<file path="config.mk">
export PLATFORM = sky130hd
export DESIGN_NAME = qft_seq_ctrl
export DESIGN_NICKNAME = d
export VERILOG_FILES = /design/src/rtl/qft_seq_ctrl.sv
export SDC_FILE = /design/constraint.sdc
export NUM_CORES = 2
export LEC_CHECK = 0
export CORE_MARGIN = 8
export CORE_UTILIZATION = 55
export DETAILED_ROUTE_END_ITERATION = 10
export PLACE_DENSITY = 0.71
export RECOVER_POWER = 100
export SKIP_LAST_GASP = 1
export SYNTH_ARGS = -nofsm -noshare
export SYNTH_HDL_FRONTEND = slang
export SYNTH_SLANG_ARGS = --single-unit
</file>
<file path="constraint.sdc">
create_clock -name clk -period 14.8 [get_ports clk]
set_input_delay 1.48 -clock clk [delete_from_list [all_inputs] [get_ports clk]]
set_output_delay 1.48 -clock clk [all_outputs]
set_load 0.005 [all_outputs]
</file>
<file path="src/rtl/qft_seq_ctrl.sv">
// qft_seq_ctrl: time-multiplexed sequencer for the 3-qubit QFT.
// One shared complex MAC evaluates y[j] = sum_i x[i] * w^(i*j) / sqrt(8),
// w = e^(i*pi/4), one term per cycle (8 cycles per output amplitude).
// Outputs are streamed with a valid/ready handshake.
// Optional feature: define QFT_INVERSE_EN to add the 'inv' input, which
// selects conjugate twiddles (inverse QFT) for the transform being started.
module qft_seq_ctrl #(
  parameter int W     = 17,
  parameter int FRAC  = 15,
  parameter int ACC_W = 20
) (
  input  logic         clk,
  input  logic         rst,
  input  logic         in_valid,
  output logic         in_ready,
  input  logic [2:0]   in_addr,
  input  logic [W-1:0] in_re,
  input  logic [W-1:0] in_im,
  input  logic         start,
`ifdef QFT_INVERSE_EN
  input  logic         inv,
`endif
  output logic         busy,
  output logic         out_valid,
  input  logic         out_ready,
  output logic [2:0]   out_state,
  output logic [W-1:0] out_re,
  output logic [W-1:0] out_im,
  output logic         done
);

  typedef enum logic [1:0] {
    S_IDLE = 2'd0,
    S_MAC  = 2'd1,
    S_OUT  = 2'd2
  } state_e;

  state_e state_q, state_d;

  // Term index i (inner loop) and output index j (outer loop)
  logic [2:0] i_q, i_d;
  logic [2:0] j_q, j_d;

  // Complex accumulator with guard bits for the 8-term sum
  logic signed [ACC_W-1:0] acc_re_q, acc_re_d;
  logic signed [ACC_W-1:0] acc_im_q, acc_im_d;

  // Input amplitude store
  logic signed [W-1:0] x_re_q [8];
  logic signed [W-1:0] x_re_d [8];
  logic signed [W-1:0] x_im_q [8];
  logic signed [W-1:0] x_im_d [8];

`ifdef QFT_INVERSE_EN
  // Transform direction latched when start is taken
  logic inv_q, inv_d;
`endif

  // Registered outputs
  logic         in_ready_q, in_ready_d;
  logic         busy_q, busy_d;
  logic         out_valid_q, out_valid_d;
  logic [2:0]   out_state_q, out_state_d;
  logic [W-1:0] out_re_q, out_re_d;
  logic [W-1:0] out_im_q, out_im_d;
  logic         done_q, done_d;

  // Twiddle ROM, real part, pre-scaled by 1/sqrt(8)
  function automatic logic signed [W-1:0] tw_re(input logic [2:0] k);
    case (k)
      3'd0:    tw_re = 17'sd11585;
      3'd1:    tw_re = 17'sd8192;
      3'd2:    tw_re = 17'sd0;
      3'd3:    tw_re = -17'sd8192;
      3'd4:    tw_re = -17'sd11585;
      3'd5:    tw_re = -17'sd8192;
      3'd6:    tw_re = 17'sd0;
      default: tw_re = 17'sd8192;
    endcase
  endfunction

  // Twiddle ROM, imaginary part, pre-scaled by 1/sqrt(8)
  function automatic logic signed [W-1:0] tw_im(input logic [2:0] k);
    case (k)
      3'd0:    tw_im = 17'sd0;
      3'd1:    tw_im = 17'sd8192;
      3'd2:    tw_im = 17'sd11585;
      3'd3:    tw_im = 17'sd8192;
      3'd4:    tw_im = 17'sd0;
      3'd5:    tw_im = -17'sd8192;
      3'd6:    tw_im = -17'sd11585;
      default: tw_im = -17'sd8192;
    endcase
  endfunction

  // One real partial product: full-precision multiply, arithmetic shift by
  // FRAC, truncate (wrap) to W bits, then sign-extend to the accumulator.
  function automatic logic signed [ACC_W-1:0] mul_part(
    input logic signed [W-1:0] a,
    input logic signed [W-1:0] b
  );
    logic signed [2*W-1:0] p;
    logic signed [W-1:0]   t;
    p = (2*W)'(a) * (2*W)'(b);
    t = W'(p >>> FRAC);
    return ACC_W'(t);
  endfunction

  // Current MAC term: x[i] times twiddle at (i*j) mod 8 (conjugated if inverse)
  logic [2:0]              tw_k;
  logic signed [W-1:0]     cur_xr, cur_xi;
  logic signed [W-1:0]     cur_tr, cur_ti;
  logic signed [ACC_W-1:0] prod_re, prod_im;

  // Select operands for the term being accumulated this cycle
  always_comb begin
    tw_k = i_q * j_q;
`ifdef QFT_INVERSE_EN
    if (inv_q) begin
      tw_k = 3'd0 - tw_k;
    end
`endif
    cur_xr  = x_re_q[i_q];
    cur_xi  = x_im_q[i_q];
    cur_tr  = tw_re(tw_k);
    cur_ti  = tw_im(tw_k);
    prod_re = mul_part(cur_xr, cur_tr) - mul_part(cur_xi, cur_ti);
    prod_im = mul_part(cur_xr, cur_ti) + mul_part(cur_xi, cur_tr);
  end

  // Next-state logic for the sequencer, store, accumulator and outputs
  always_comb begin
    state_d     = state_q;
    i_d         = i_q;
    j_d         = j_q;
    acc_re_d    = acc_re_q;
    acc_im_d    = acc_im_q;
    x_re_d      = x_re_q;
    x_im_d      = x_im_q;
`ifdef QFT_INVERSE_EN
    inv_d       = inv_q;
`endif
    out_state_d = out_state_q;
    out_re_d    = out_re_q;
    out_im_d    = out_im_q;
    done_d      = 1'b0;

    case (state_q)
      S_IDLE: begin
        // A write presented together with start lands before the MAC reads x[]
        if (in_valid) begin
          x_re_d[in_addr] = $signed(in_re);
          x_im_d[in_addr] = $signed(in_im);
        end
        if (start) begin
          state_d = S_MAC;
          i_d     = 3'd0;
          j_d     = 3'd0;
`ifdef QFT_INVERSE_EN
          inv_d   = inv;
`endif
        end
      end

      S_MAC: begin
        if (i_q == 3'd0) begin
          acc_re_d = prod_re;
          acc_im_d = prod_im;
        end else begin
          acc_re_d = acc_re_q + prod_re;
          acc_im_d = acc_im_q + prod_im;
        end
        if (i_q == 3'd7) begin
          // Last term: present the wrapped sum and hold it until accepted
          state_d     = S_OUT;
          out_state_d = j_q;
          out_re_d    = W'(acc_re_d);
          out_im_d    = W'(acc_im_d);
        end else begin
          i_d = i_q + 3'd1;
        end
      end

      S_OUT: begin
        if (out_ready) begin
          i_d = 3'd0;
          if (j_q == 3'd7) begin
            state_d = S_IDLE;
            j_d     = 3'd0;
            done_d  = 1'b1;
          end else begin
            state_d = S_MAC;
            j_d     = j_q + 3'd1;
          end
        end
      end

      default: begin
        state_d = S_IDLE;
      end
    endcase

    in_ready_d  = (state_d == S_IDLE);
    busy_d      = (state_d != S_IDLE);
    out_valid_d = (state_d == S_OUT);
  end

  // State and output registers; reset abandons any transform in progress
  always_ff @(posedge clk or posedge rst) begin
    if (rst) begin
      state_q     <= S_IDLE;
      i_q         <= 3'd0;
      j_q         <= 3'd0;
      acc_re_q    <= '0;
      acc_im_q    <= '0;
      for (int n = 0; n < 8; n++) begin
        x_re_q[n] <= '0;
        x_im_q[n] <= '0;
      end
`ifdef QFT_INVERSE_EN
      inv_q       <= 1'b0;
`endif
      in_ready_q  <= 1'b1;
      busy_q      <= 1'b0;
      out_valid_q <= 1'b0;
      out_state_q <= 3'd0;
      out_re_q    <= '0;
      out_im_q    <= '0;
      done_q      <= 1'b0;
    end else begin
      state_q     <= state_d;
      i_q         <= i_d;
      j_q         <= j_d;
      acc_re_q    <= acc_re_d;
      acc_im_q    <= acc_im_d;
      x_re_q      <= x_re_d;
      x_im_q      <= x_im_d;
`ifdef QFT_INVERSE_EN
      inv_q       <= inv_d;
`endif
      in_ready_q  <= in_ready_d;
      busy_q      <= busy_d;
      out_valid_q <= out_valid_d;
      out_state_q <= out_state_d;
      out_re_q    <= out_re_d;
      out_im_q    <= out_im_d;
      done_q      <= done_d;
    end
  end

  assign in_ready  = in_ready_q;
  assign busy      = busy_q;
  assign out_valid = out_valid_q;
  assign out_state = out_state_q;
  assign out_re    = out_re_q;
  assign out_im    = out_im_q;
  assign done      = done_q;

endmodule

</file>
==> impl_metrics.csv <==
group,metric,value,unit
run_status,status,"finished, violations left",
run_status,violations,"max-capacitance violations, max-slew violations",
synth,netlist_instances,5000,
final_layout,fillCellCount,7976,
timing,holdWs,0.4724,ns
synth,synth_seq_cells,355,
drt,routed_wl,132.3,mm
clock_tree,cts_tree,"done",
run,cap_violations,11,
timing,finalSetupTns,0,ns
synth,syn_nets,6532,
setup_path,start_kind,"flop",
timing,hold_viol,0,
floorplan,dieWidth,328.6,µm
timing,fin_skew,0.01731,ns
synth,synthFlopType,"dfrtp_1",
drt,ant_nets,0,
setup_path,endpoint_kind,"flop",
synth,ys_types,79,
synth,yosysMostFrequentCell,"inv_1",
drt,wire_per_inst,20.76,µm
global_routing,grt-ovfl-total,0,
clock_tree,postCtsHoldBufs,0,
floorplan,core_area,96850,µm²
timing,period_needed,13.66,ns
final_layout,multi_input_area,39540,µm²
drt,drtIter0Drc,2188,
synth,yosysWarnings,0,
clock_tree,cts_root_buffer,"clkbuf_16",
drt,via_count,34745,
final_layout,final_layout_size_suffix_gt1_share,10.60,%
drt,viasPerCell,5.450,
synth,synth_common_cells,"inv_1 (1290), fa_1 (1092), ha_1 (398)",
setup_path,cp_slowest_cell,"dfrtp_4",
placed_design,placed_area,56260,µm²
drt,wl_met3,9.011,mm
synth,async_flop_share,100.0,%
timing,finalSetupViolCount,0,
final_layout,nNetsFinal,6603,
synth,synth_top_area_share,40.67,%
timing,rsz0062_at_grt,"false",
clock_tree,cts_sinks,355,
clock_tree,cts_buffers,36,
floorplan,start_util,55.50,%
global_routing,grt_pass1_vias,37951,
timing,tightest_slew,5.364,ns
drt,met1_length,53.95,mm
placed_design,hpwl,110.8,mm
drt,drc,0,
floorplan,dieArea,108000,µm²
setup_path,crit_required,15.13,ns
setup_path,worst_path_largest_cell_delay,0.87,ns
placed_design,place.gp.congestion,0.9487,
drt,topRoutingLayerUsed,"met5",
synth,netlist_area,53750,µm²
setup_path,criticalPathCategory,"reg -> reg",
setup_path,crit_top_cell,"fa_1",
floorplan,row_count,114,
final_layout,final_area,57490,µm²
floorplan,ioPinCount,83,
synth,synth.area.top_cells,"fa_1 (41%), dfrtp_1 (16%), ha_1 (9.3%), inv_1 (9.0%), mux2_2 (6.2%)",
timing,timing.final.crit_share,92.32,%
timing,slew_violations,536,
synth,yosysSeqAreaShare,16.53,%
final_layout,area_growth,6.948,%
clock_tree,clock_path_buffers,3,
synth,synth-edff-count,0,
timing,relSlewSlack,-259.6,%
placed_design,port_buffers,82,
clock_tree,post_cts_buffers,0,
global_routing,grt_pass1_wl,214.9,mm
drt,met2WireLength,63.85,mm
synth,avgSynthCellArea,10.75,µm²
clock_tree,cts_htree_levels,2,
clock_tree,cts_resized,0,
synth,synth_top_area_cell,"fa_1",
global_routing,antenna_found_initial,4,
drt,drtPass1Iterations,7,
global_routing,grt_max_degree,167,
floorplan,die_h,328.6,µm
final_layout,seq_area,8896,µm²
setup_path,crit_arrival,14.00,ns
timing,fmax,73.19,MHz
setup_path,regToRegSetupSlack,1.14,ns
setup_path,crit_fanout,35,
clock_tree,clock_latency,0.55,ns
hold_path,hold_path.class,"reg -> reg",
global_routing,grt_usage,25.56,%
clock_tree,clkTransAtPathRegs,0.07,ns
path summary, 6_finish.rpt:
path / start / end / cells after the start
setup / recovery: i_q[0]$_DFFE_PP0P_ / out_re[16]$_DFFE_PP0P_ / 45
hold / removal: out_re[1]$_DFFE_PP0P_ / out_re[1]$_DFFE_PP0P_ / 2
setup reg to reg: i_q[0]$_DFFE_PP0P_ / out_re[16]$_DFFE_PP0P_ / 45
hold reg to reg: out_re[1]$_DFFE_PP0P_ / out_re[1]$_DFFE_PP0P_ / 2
max in group asynchronous: rst / x_re_q[7]$_DFFE_PP0P_ / 3
min in group asynchronous: rst / acc_re_q[13]$_DFFE_PP0P_ / 2
sequential cells by signal (all words and copies together), names as in the netlist:
| signal | cells |
|---|---|
| j_q | 3 |
| out_state | 3 |
| out_re | 17 |
| acc_im_q | 17 |
| busy | 1 |
| x_im_q | 136 |
| acc_re_q | 17 |
| done | 1 |
| out_im | 17 |
| state_q | 2 |
| x_re_q | 136 |
| i_q | 3 |
| in_ready | 1 |
| out_valid | 1 |
through the flow:
step                std cells  util [%]  setup WS [ns]
finish                   6375     59.36          1.137
global route             6373     59.35         0.2212
CTS                      6372     59.41          1.311
detailed placement       6309     58.08          1.462
global placement         6309     58.08          1.746
floorplan                5000         -          2.525
worst max-delay path, delay by kind of cell, from the launching register on:
kind | cells | cell delay [ns]
muxes | 1 | 0.20
adders and majority gates | 10 | 4.23
and+or+nand+nor | 14 | 3.06
DFF | 1 | 0.87
xor gates and xnor gates | 3 | 0.87
AOI/OAI and AO/OA | 12 | 3.50
buffers and inverters | 5 | 0.68
placed cells by master, fill, tap and decap left out, drive strengths merged, types with 6 or more instances in the layout:
master,n
mux4,68
or2,24
a21o,42
clkbuf,56
a211oi,15
nand2,367
clkinv,7
ha,398
nand2b,19
and2,7
o21a,23
xor2,47
or3,24
nor2,237
o21bai,16
nor3,34
and3,17
dfrtp,354
o21ai,126
xnor2,124
inv,1293
a21oi,93
bufinv,7
fa,1092
a31oi,9
nand3,18
dlygate4sd3,45
mux2i,40
mux2,295
buf,57
o31ai,6
nand4,13
nor2b,17
clkdlybuf4s50,37
routing by layer:
layer  vias to the layer above  track usage (%)
li1                      15436                -
met1                     18095            34.51
met2                       981            41.79
met3                       231            4.590
met4                         2            8.934
met5                         -                0
cells by family after synthesis:
family          Yosys count  share of synthesized area (%)
simple gates            798                          6.455
xor+xnor                173                          2.975
fa+ha+maj              1490                          49.93
buf+inv                1409                          9.988
mux                     403                          9.795
flops                   355                          16.53
compound gates          372                          4.327
final cells by class:
class	count	share of cell area (%)
antenna	3	0.01306
clock inverter	17	0.4810
sequential	355	15.47
tap	1276	2.777
inverter	1293	8.468
multi-input combinational	3236	68.77
timing repair buffer	149	2.259
clock buffer	46	1.754
Power is not shown: default switching activity piles up to over one toggle a cycle in this logic, so the estimate is an artifact.
